### config.mk
export PLATFORM = sky130hd
export DESIGN_NAME = segdac_thermo_monitor
export DESIGN_NICKNAME = d
export VERILOG_FILES = /design/src/rtl/segdac_mon_pkg.sv /design/src/rtl/thermo3_decode.sv /design/src/rtl/segdac_thermo_monitor.sv
export SDC_FILE = /design/constraint.sdc
export NUM_CORES = 1
export LEC_CHECK = 0
export CORE_UTILIZATION = 53
export CTS_CLUSTER_DIAMETER = 50
export DETAILED_ROUTE_END_ITERATION = 10
export PLACE_DENSITY_LB_ADDON = 0.25
export SLEW_MARGIN = 30
export SYNTH_ARGS = -nofsm -noshare
export SYNTH_HDL_FRONTEND = slang
export SYNTH_SLANG_ARGS = --single-unit
### constraint.sdc
create_clock -name clk -period 4.5 [get_ports clk]
set_input_delay 0.45 -clock clk [delete_from_list [all_inputs] [get_ports clk]]
set_output_delay 0.45 -clock clk [all_outputs]
set_load 0.005 [all_outputs]
### src/rtl/segdac_mon_pkg.sv
// Shared constants and helpers for the SEGDAC thermometer-code monitor.
package segdac_mon_pkg;

    // Legal 3-bit thermometer codes for one 2-bit segment.
    localparam logic [2:0] THERMO_0 = 3'b000;
    localparam logic [2:0] THERMO_1 = 3'b001;
    localparam logic [2:0] THERMO_2 = 3'b011;
    localparam logic [2:0] THERMO_3 = 3'b111;

    localparam int unsigned SEGS_PER_CH = 4;
    localparam int unsigned NUM_CH      = 3;
    localparam int unsigned SEG_BITS    = 3;
    localparam int unsigned CH_BITS     = SEGS_PER_CH * SEG_BITS;

    // Width needed to add n_bytes unsigned bytes without overflow.
    function automatic int unsigned byte_sum_w(input int unsigned n_bytes);
        return 8 + $clog2(n_bytes);
    endfunction

    localparam int unsigned SUM_W = byte_sum_w(NUM_CH);

endpackage

### src/rtl/thermo3_decode.sv
// Decodes one 3-bit thermometer segment to its 2-bit binary weight.
module thermo3_decode
    import segdac_mon_pkg::*;
(
    input  logic [2:0] thermo,
    output logic [1:0] bin,
    output logic       illegal
);

    // Non-thermometer codes decode to zero and raise the illegal flag.
    always_comb begin
        bin     = 2'd0;
        illegal = 1'b0;
        case (thermo)
            THERMO_0: bin = 2'd0;
            THERMO_1: bin = 2'd1;
            THERMO_2: bin = 2'd2;
            THERMO_3: bin = 2'd3;
            default:  illegal = 1'b1;
        endcase
    end

endmodule

### src/rtl/segdac_thermo_monitor.sv
// Receive-side checker: decodes thermometer R/G/B segment buses back to BGR pixels,
// flags illegal codes and keeps per-frame error count and additive checksum.
module segdac_thermo_monitor
    import segdac_mon_pkg::*;
#(
    parameter logic        VSYNC_ACTIVE = 1'b0,
    parameter int unsigned ERR_W        = 16,
    parameter int unsigned CHK_W        = 16
) (
    input  logic               clk,
    input  logic               rst,
    input  logic [CH_BITS-1:0] R,
    input  logic [CH_BITS-1:0] G,
    input  logic [CH_BITS-1:0] B,
    input  logic               hsync,
    input  logic               vsync,
    input  logic               sample_en,
    output logic [23:0]        rgb_out,
    output logic               rgb_valid,
    output logic               code_err,
    output logic               hsync_out,
    output logic               vsync_out,
    output logic               frame_done,
    output logic [ERR_W-1:0]   frame_errs,
    output logic [CHK_W-1:0]   frame_chk,
    output logic [7:0]         frame_cnt
);

    // Stage 1 registers
    logic [CH_BITS-1:0] r1_q, g1_q, b1_q;
    logic               hs1_q, vs1_q, en1_q;
    // Previous stage-1 vsync, plus qualifiers that stay low until both vsync
    // history registers hold real post-reset samples.
    logic               vs_prev_q;
    logic               vld1_q, vld2_q;

    // Stage 2 / report registers
    logic [23:0]        rgb_q;
    logic               valid_q, err_q, hs2_q, vs2_q, done_q;
    logic [ERR_W-1:0]   frame_errs_q;
    logic [CHK_W-1:0]   frame_chk_q;
    logic [7:0]         frame_cnt_q;

    // Accumulators
    logic [ERR_W-1:0]   err_acc_q, err_acc_d;
    logic [CHK_W-1:0]   chk_acc_q, chk_acc_d;

    // Decode network
    logic [NUM_CH-1:0][CH_BITS-1:0]           seg_bus;
    logic [NUM_CH-1:0][7:0]                   dec_byte;
    logic [NUM_CH*SEGS_PER_CH-1:0]            seg_ill;
    logic                                     pix_err;
    logic                                     frame_edge;
    logic [SUM_W-1:0]                         pix_sum;

    assign seg_bus = {b1_q, g1_q, r1_q};

    for (genvar c = 0; c < NUM_CH; c++) begin : g_ch
        for (genvar s = 0; s < SEGS_PER_CH; s++) begin : g_seg
            thermo3_decode u_dec (
                .thermo  (seg_bus[c][SEG_BITS*s +: SEG_BITS]),
                .bin     (dec_byte[c][2*s +: 2]),
                .illegal (seg_ill[c*SEGS_PER_CH + s])
            );
        end
    end

    // Stage 1: capture buses and keep one cycle of vsync history.
    always_ff @(posedge clk) begin
        if (rst) begin
            r1_q      <= '0;
            g1_q      <= '0;
            b1_q      <= '0;
            hs1_q     <= 1'b0;
            vs1_q     <= ~VSYNC_ACTIVE;
            vs_prev_q <= ~VSYNC_ACTIVE;
            en1_q     <= 1'b0;
            vld1_q    <= 1'b0;
            vld2_q    <= 1'b0;
        end else begin
            r1_q      <= R;
            g1_q      <= G;
            b1_q      <= B;
            hs1_q     <= hsync;
            vs1_q     <= vsync;
            vs_prev_q <= vs1_q;
            en1_q     <= sample_en;
            vld1_q    <= 1'b1;
            vld2_q    <= vld1_q;
        end
    end

    // Pixel error, checksum contribution and frame-edge detection for stage 2.
    always_comb begin
        pix_err    = en1_q & (|seg_ill);
        pix_sum    = SUM_W'(dec_byte[0]) + SUM_W'(dec_byte[1]) + SUM_W'(dec_byte[2]);
        frame_edge = vld2_q && (vs1_q != vs_prev_q) && (vs1_q == VSYNC_ACTIVE);
    end

    // Accumulator next state; the pixel coincident with an edge opens the new frame.
    always_comb begin
        err_acc_d = err_acc_q;
        chk_acc_d = chk_acc_q;
        if (frame_edge) begin
            err_acc_d = ERR_W'(pix_err);
            chk_acc_d = en1_q ? CHK_W'(pix_sum) : '0;
        end else if (en1_q) begin
            if (pix_err && (err_acc_q != {ERR_W{1'b1}})) begin
                err_acc_d = err_acc_q + ERR_W'(1);
            end
            chk_acc_d = chk_acc_q + CHK_W'(pix_sum);
        end
    end

    // Stage 2: registered pixel/sync outputs, accumulators and frame reports.
    always_ff @(posedge clk) begin
        if (rst) begin
            rgb_q        <= '0;
            valid_q      <= 1'b0;
            err_q        <= 1'b0;
            hs2_q        <= 1'b0;
            vs2_q        <= 1'b0;
            done_q       <= 1'b0;
            err_acc_q    <= '0;
            chk_acc_q    <= '0;
            frame_errs_q <= '0;
            frame_chk_q  <= '0;
            frame_cnt_q  <= '0;
        end else begin
            if (en1_q) begin
                rgb_q <= dec_byte;
            end
            valid_q   <= en1_q;
            err_q     <= pix_err;
            hs2_q     <= hs1_q;
            vs2_q     <= vs1_q;
            done_q    <= frame_edge;
            err_acc_q <= err_acc_d;
            chk_acc_q <= chk_acc_d;
            if (frame_edge) begin
                frame_errs_q <= err_acc_q;
                frame_chk_q  <= chk_acc_q;
                frame_cnt_q  <= frame_cnt_q + 8'd1;
            end
        end
    end

    assign rgb_out    = rgb_q;
    assign rgb_valid  = valid_q;
    assign code_err   = err_q;
    assign hsync_out  = hs2_q;
    assign vsync_out  = vs2_q;
    assign frame_done = done_q;
    assign frame_errs = frame_errs_q;
    assign frame_chk  = frame_chk_q;
    assign frame_cnt  = frame_cnt_q;

endmodule
==> flow_summary.toml <==
[synth]
synth_compound_area_share_pct = 14.5
synthSimpleGateAreaFrac_pct = 25.0
synth-adder-area-share_pct = 7.03
ys.flop_type = "dfxtp_1"
syn-instance-count = 751
synth_top_area_share_pct = 44.7
synth_xor_xnor_area_share_pct = 4.10
ys_warn_count = 0
synth.most_common_cell = "dfxtp_1"
syn_nets = 822
synth_mux_area_share_pct = 0.781
ys_seq_area_share_pct = 44.7
synthTopCellsByCount = "143 x dfxtp_1, 138 x nand2_1, 86 x a21oi_1"
synth_edf_count = 0
synth_top_cell_by_area = "dfxtp_1"
async_flop_share_pct = 0
yosys_register_bits = 143
yosys-top-cells-area = "dfxtp_1 45%, nand2_1 8.1%, a21oi_1 6.7%"
ys_types = 56
synth_top_family_by_area = "simple AND/OR/NAND/NOR gates"
netlist_area_mm2 = 0.00641
avgSynthCellArea_um2 = 8.53

[finish]
syn2layout_area_growth_pct = 27.4
fin_util_pct = 70.3
fillers = 940
fin_cells = 1004
seq_area_mm2 = 0.00286
layout-drive-gt1-share_pct = 5.69
antenna_cells = 0
fin_area_mm2 = 0.00816
fin_nets = 919
multi_input_area_mm2 = 0.00330

[clock_tree]
cts_root_buf = "clkbuf_16"
cts_buffers = 17
cts.sinks = 143
post-cts-setup-buffers = 0
tritoncts = "done"
cts.clk_slew.worst_paths_ps = 70
clk_latency_ps = 420
cts_max_level = 4
postCtsResizedCells = 0
cts_hold_buf = 0
cts_buffer_depth = 2

[min_path]
hold_end = "frame_cnt[7]"
hp-class = "primary input to flop"
holdPathStages = 2
hold_start = "rst"

[global_routing]
grt_overflow_total = 0
grt_pass1_wl_mm = 26.0
grt_max_degree = 95
grt_pass1_vias = 5556
grtUsageTotal_pct = 25.9
antenna_found_initial = 0

[sta]
skew_ps = 12.1
slew_headroom_pct = 38.0
rsz0062_at_grt = "no"
drv_slew = 0
setup_violations = 0
setup_tns_ps = 0
worst_pin_slew_ps = 924
timing.fmax_mhz = 241
hold_viol_final = 0
period_minus_slack_ps = 4150
finalCritPeriodShare_pct = 92.3
holdWs_ps = 404

[critical_path]
path_cells = "xnor2_1 > nand2_1 > fa_1 > inv_1 > ha_1 > a211oi_1 > nor2_1 > o41ai_1 > xor2_1 > ha_1 > nand2_1 > o21ai_0 > a31oi_2 > or3_1 > a21oi_1"
required_ps = 4830
startpoint_type = "flop"
crit_type = "flop to flop"
critPathSlowestCell = "fa_1"
ff2ff_setup_slack_ps = 350
max_stage_delay_ps = 600
r2r_end = "chk_acc_q[11]"
crit_fanout = 6
arrival_ps = 4490
reg2reg_depth = 15
crit_path_end_kind = "flop"
reg2reg_from = "r1_q[4]"

[placed_design]
gp_congestion = 0.981
dpl.cell_count = 972
placed_area_mm2 = 0.00756
hpwl_mm = 10.8
numPortBuffers = 109

[job]
drv_cap = 0

[die]
io_pins = 110
die_h_um = 112
fp-row-count = 39
core_mm2 = 0.0116
die_w_um = 112
die_area_mm2 = 0.0125
start_util_pct = 55.2

[detailed_routing]
remaining_drc_errors = 5
ant_nets = 0
post_drt_wl_per_cell_um = 15.4
vias = 5647
viasPerCell = 5.62
drt_first_iter_violations = 376
wl_mm = 15.5
firstDrtPassIters = 8

[power_and_ir_drop]
p_int_w = 0.00227
p_leak_nw = 2.97
clock_power_share_pct = 46.5
p_seq_share_pct = 44.1
p_sw_share_pct = 24.8
netSwitchingPower_w = 0.000747
pwr-share-comb_pct = 9.4
ir_worst_vdd_mv = 0.224
power_density_mw_per_mm2 = 370

[outcome]
outcome = "complete, but fails checks"
violations = "DRC"
==> critical path, delay by kind of cell, from the launching register on <==
family / cells / cell delay, ps
AOI/OAI and AO/OA: 5 / 1360
buffers and inverters: 1 / 70
and+or+nand+nor: 4 / 620
adders and majority gates: 3 / 1260
DFF: 1 / 410
xor gates and xnor gates: 2 / 350
==> cell type report <==
class / count / area share (%)
multi-input cells: 545 / 40.4
flip-flops and latches: 143 / 35.1
repair buffers: 113 / 13.7
clock buffers: 18 / 5.38
well taps: 143 / 2.19
clock inverters: 14 / 1.92
inverters: 28 / 1.29
==> sequential cells by signal (all words and copies together) (netlist names) <==
name and flops:
rgb_out 24, en1_q 1, frame_errs 16, vsync_out 1, frame_cnt 8, vs1_q 1, hs1_q 1, vs_prev_q 1
b1_q 12, frame_done 1, code_err 1, g1_q 12, hsync_out 1, r1_q 12, frame_chk 16, vld1_q 1
vld2_q 1, chk_acc_q 16, rgb_valid 1, err_acc_q 16
==> cell families (layout without fill, tap and decap cells) <==
kind of cell | count (synthesis) | after routing
AOI/OAI and AO/OA | 155 | 155
and+or+nand+nor | 325 | 325
DFF | 143 | 143
buffers and inverters | 63 | 173
xor gates and xnor gates | 30 | 30
adders and majority gates | 30 | 30
muxes | 5 | 5
==> worst max-delay path by stage <==
stage	start	endpoint	cells after the start
final	r1_q[4]	chk_acc_q[11]	15
after global routing	r1_q[4]	chk_acc_q[11]	15
after global placement	r1_q[4]	chk_acc_q[13]	15
after floorplan	r1_q[4]	chk_acc_q[13]	15
after detailed placement	r1_q[4]	chk_acc_q[11]	15
after CTS	r1_q[4]	chk_acc_q[11]	15
==> per-stage QoR <==
stage / total power [W] / setup slack [ps]
final: 0.00302 / 347
after global routing: 0.00313 / 4.38
after CTS: 0.00303 / 379
after detailed placement: 0.00164 / 434
after global placement: 0.00162 / 643
after floorplan: 0.00154 / 880
==> power groups by stage <==
| stage | registers [W] | clock network (W) | logic [W] |
|---|---|---|---|
| after floorplan | 0.00135 | 0 | 0.000186 |
| after global placement | 0.00136 | 0 | 0.000268 |
| after detailed placement | 0.00136 | 0 | 0.000278 |
| after CTS | 0.00133 | 0.00142 | 0.000282 |
| after global routing | 0.00134 | 0.00148 | 0.000314 |
| final | 0.00133 | 0.00140 | 0.000282 |
==> cell usage in the layout (no fill, tap or decap), types with 14 or more instances in the layout <==
cell type        synthesis  final
xnor2_1                 23     23
inv_1                   25     25
dfxtp_1                143    143
ha_1                    20     20
nand4_1                 14     14
clkdlybuf4s50_1          0    108
nand3_1                 42     42
nor2b_1                 51     51
clkbuf_16                0     17
o21ai_0                 16     16
nor2_1                  33     33
a21oi_1                 86     86
nand2_1                138    138
==> layer usage <==
| metal | routed length (um) | global-route usage, % | vias to the layer above | share of wire, % |
|---|---|---|---|---|
| li1 | - | - | 2774 | - |
| met1 | 6600 | 30.6 | 2645 | 43 |
| met2 | 7670 | 44.3 | 195 | 49 |
| met3 | 830 | 6.42 | 33 | 5.4 |
| met4 | 401 | 11.7 | 0 | 2.6 |
| met5 | 0 | 0 | - | 0 |
No activity file was read; power rests on OpenSTA's default activity.
==> edit 1: new RTL, config.mk and constraints unchanged <==
Change the parameter `VSYNC_ACTIVE` from 1'b0 to 1'b1.
--- a/src/rtl/segdac_thermo_monitor.sv
+++ b/src/rtl/segdac_thermo_monitor.sv
@@ -4,5 +4,5 @@
     import segdac_mon_pkg::*;
 #(
-    parameter logic        VSYNC_ACTIVE = 1'b0,
+    parameter logic        VSYNC_ACTIVE = 1'b1,
     parameter int unsigned ERR_W        = 16,
     parameter int unsigned CHK_W        = 16
Formal check against the unedited RTL: not equivalent (a bounded check fails within 4 cycles, from zero or initial values and one cycle with rst high).
==> edit 1 against the original RTL <==
The flow still finishes with violations (design-rule violations); clock skew decreased by 0.0060 ns; power fell by 1.5%; first-iteration DRC count grew 2.1%; synthesized cell count down 1.2%; worst setup slack got worse by 0.067 ns; fmax shrank 1.6%; largest power group unchanged; sequential cell count down 1; design area is 0.32% higher; synthesized area increased by 0.68%; largest cell class unchanged; wire length decreased by 4.8%; highest routed layer unchanged.
==> edit 1: results <==
placed_design:
  finalWeightedCongestion: 0.9275
detailed_routing:
  wirelength_met1_mm: 6.218
  topRoutingLayerUsed: "met4"
  drc: 7
  num_vias: 5542
  wl_per_cell_um: 14.83
  drt_iter0_markers: 384
layout:
  final_nets: 910
  layout-drive-gt1-share_pct: 6.096
  nFillCells: 935
grt:
  use_met2_pct: 42.53
  grt_usage_pct: 23.87
  grt_util_met1_pct: 27.42
yosys:
  synthTopCellsByCount: "142 x dfxtp_1, 119 x nand2_1, 68 x a21oi_1, 48 x nor2b_1, 46 x nor2_1"
  yosysSeqAreaShare_pct: 44.07
  synth.area.top_cells: "dfxtp_1 44%, nand2_1 6.9%, a21oi_1 5.3%"
  synth_xor_area_share_pct: 4.752
  synth_cell_types: 60
  synth_fa_ha_area_share_pct: 6.788
  synthMuxAreaShare_pct: 2.017
setup_path:
  worst_ep_arrival_time_ns: 4.51
worst_hold_path:
  hp-class: "reg -> reg"
power:
  vdd_ir_drop_max_v: 0.0002578
  p_leak_nw: 3.062
status:
  violations: "design-rule violations"
  status: "finished with violations"
timing:
  fin_skew_ns: 0.006067
  worst_pin_slew_ns: 0.8986
[edit 1: cell count changes after synthesis, sizes merged, moves of 6 or more]
cell	delta
nand3	-8
nand2b	+13
nand4	-8
o31ai	-6
nor2	+13
nand2	-19
a21oi	-16
mux2i	+8
[edit 1: path summary, 6_finish.rpt]
check          start            end  slack [ns]  cells after the start
max reg2reg  g1_q[4]  chk_acc_q[14]        0.28                     18
min reg2reg   vld1_q         vld2_q        0.44                      1
max          g1_q[4]  chk_acc_q[14]        0.28                     18
min           vld1_q         vld2_q        0.44                      1
[edit 1: layout make-up]
class | instances | area (um2) | area share, %
Clock inverter | 11 | 113.9 | 1.391
Inverter | 26 | 97.59 | 1.192
Tap cell | 143 | 178.9 | 2.186
Clock buffer | 21 | 470.5 | 5.747
Sequential cell | 142 | 2844 | 34.74
Multi-Input combinational cell | 539 | 3356 | 40.99
Timing Repair Buffer | 114 | 1126 | 13.76
[edit 1: metrics by stage]
step | total power, mW | area (um2) | setup slack, ns | utilization (%) | instances
after floorplan | 1.531 | 6451 | 0.5872 | - | 742
after global routing | 3.076 | 8187 | -0.06537 | 70.20 | 996
after detailed placement | 1.626 | 7601 | 0.3956 | 65.18 | 964
final | 2.970 | 8187 | 0.2798 | 70.20 | 996
after global placement | 1.615 | 7601 | 0.4916 | 65.18 | 964
after CTS | 2.983 | 8185 | 0.3542 | 70.19 | 996
[edit 1: power by group]
part / internal (mW) / total, mW / switching, mW
Combinational: 0.133 / 0.279 / 0.147
Sequential: 1.29 / 1.32 / 0.0314
Clock: 0.854 / 1.37 / 0.514
[edit 1: repair_timing]
action                                  CTS  global route
endpoints found under the hold margin     0             0
gates resized for setup                   0             1
endpoints found under the setup margin    0             2
==> edit 2: new RTL, same flow settings <==
Made on the original files. Register the inputs `R`, `G`, `B`, `hsync`, `vsync` and `sample_en` before use, without a reset. The logic sees them one clock later. Comments in the files are not updated.
--- a/src/rtl/segdac_thermo_monitor.sv
+++ b/src/rtl/segdac_thermo_monitor.sv
@@ -26,4 +26,20 @@
     output logic [7:0]         frame_cnt
 );
+
+    logic [CH_BITS-1:0] R_q;
+    logic [CH_BITS-1:0] G_q;
+    logic [CH_BITS-1:0] B_q;
+    logic hsync_q;
+    logic vsync_q;
+    logic sample_en_q;
+
+    always_ff @(posedge clk) begin
+        R_q         <= R;
+        G_q         <= G;
+        B_q         <= B;
+        hsync_q     <= hsync;
+        vsync_q     <= vsync;
+        sample_en_q <= sample_en;
+    end
 
     // Stage 1 registers
@@ -79,11 +95,11 @@
             vld2_q    <= 1'b0;
         end else begin
-            r1_q      <= R;
-            g1_q      <= G;
-            b1_q      <= B;
-            hs1_q     <= hsync;
-            vs1_q     <= vsync;
+            r1_q      <= R_q;
+            g1_q      <= G_q;
+            b1_q      <= B_q;
+            hs1_q     <= hsync_q;
+            vs1_q     <= vsync_q;
             vs_prev_q <= vs1_q;
-            en1_q     <= sample_en;
+            en1_q     <= sample_en_q;
             vld1_q    <= 1'b1;
             vld2_q    <= vld1_q;
Function: changed (a bounded check fails within 4 cycles, from zero or initial values and one cycle with rst high).
==> edit 2 against the original RTL <==
Fmax up 0.49%; critical path type unchanged; count of clock-buffer cells in the layout decreased by 1; sequential cell count rose by 39; design area up 11%; wire length is 4.1% higher; synthesized area grew 13%; clock skew decreased by 0.0049 ns; highest routed layer unchanged; final cell count rose by 8.2%; power increased by 16%; worst setup slack better by 0.020 ns; combinational power grew 3%.
==> edit 2: results <==
layout:
  multi_input_area_share_pct: 36.93
  register_area_um2: 3643
  nClkBuffers: 17
  final_nets: 968
  clock_area_share_pct: 6.707
  inverters: 32
  seq_cell_count: 182
  signal_buffers: 114
  buffer_area_share_pct: 12.42
status:
  status: "finished, final reports clean"
detailed_routing:
  drt_iter0_markers: 327
  num_vias: 5780
  wirelength_mm: 16.15
  drt_first_pass_iters: 4
  wl_per_cell_um: 14.87
grt:
  grt_pass1_vias: 5710
  grt_usage_pct: 24.12
  antenna_found_initial: 0
  grt_pass1_wl_mm: 26.92
  grt_max_degree: 77
placed_design:
  dp_slack_ns: 0.3259
  finalWeightedCongestion: 1.007
  place_hpwl_mm: 11.77
power:
  p_switching_mw: 0.8585
  vdd_ir_drop_max_v: 0.0002848
clock_network:
  htreeDepth: 4
yosys:
  synth_top_area_share_pct: 50.37
  synth_nets: 869
  synth.area.top_cells: "dfxtp_1 50%, nand2_1 7.1%, a21oi_1 5.8%"
  yosysSeqAreaShare_pct: 50.37
  synthTopCellsByCount: "182 x dfxtp_1, 136 x nand2_1, 84 x a21oi_1, 51 x nor2b_1, 39 x nand3_1"
worst_hold_path:
  hp-class: "reg -> reg"
setup_path:
  worst_ep_arrival_time_ns: 4.43
  critPathTopFamily: "adder cells"
  cpPeakStageDelay_ns: 0.42
timing:
  fin_skew_ns: 0.007246
==> edit 2: cell families (layout without fill, tap and decap cells) <==
logic type	after synthesis	count (layout)	share of synthesized area [%]
and+or+nand+nor	324	324	21.85
DFF	182	182	50.37
AOI/OAI and AO/OA	150	150	12.32
buffers and inverters	66	178	3.425
xor gates and xnor gates	33	33	3.996
adders and majority gates	30	30	6.227
muxes	13	13	1.816
==> edit 2: power groups by stage <==
| stage | registers, mW | logic [mW] | clock network (mW) |
|---|---|---|---|
| after floorplan | 1.72 | 0.198 | 0 |
| after global placement | 1.73 | 0.284 | 0 |
| after detailed placement | 1.74 | 0.291 | 0 |
| after CTS | 1.70 | 0.293 | 1.53 |
| after global routing | 1.71 | 0.326 | 1.61 |
| final | 1.70 | 0.291 | 1.51 |
==> edit 2: routing by layer <==
metal  vias to the layer above  global-route usage (%)  share of wire [%]
li1                       2902                       -                  -
met1                      2709                   28.35                 43
met2                       146                   43.02                 51
met3                        23                   4.358                3.7
met4                         0                   10.21                2.3
met5                         -                       0                  0
==> edit 2: through the flow <==
stage	utilization, %	hold slack, ns	instance area, um2
6_report	68.19	0.4124	9066
5_1_grt	68.19	0.4502	9066
4_1_cts	68.14	0.4133	9060
3_5_place_dp	63.57	0.3968	8452
3_3_place_gp	63.57	0.3951	8452
2_1_floorplan	-	0.3895	7233
==> edit 2: path summary, 6_finish.rpt <==
kind,startpoint,end,slack [ns],depth (start not counted)
worst max-delay path,g1_q[1],chk_acc_q[14],0.37,18
worst min register to register,vsync_q,vs1_q,0.41,1
worst max register to register,g1_q[1],chk_acc_q[14],0.37,18
worst min-delay path,vsync_q,vs1_q,0.41,1
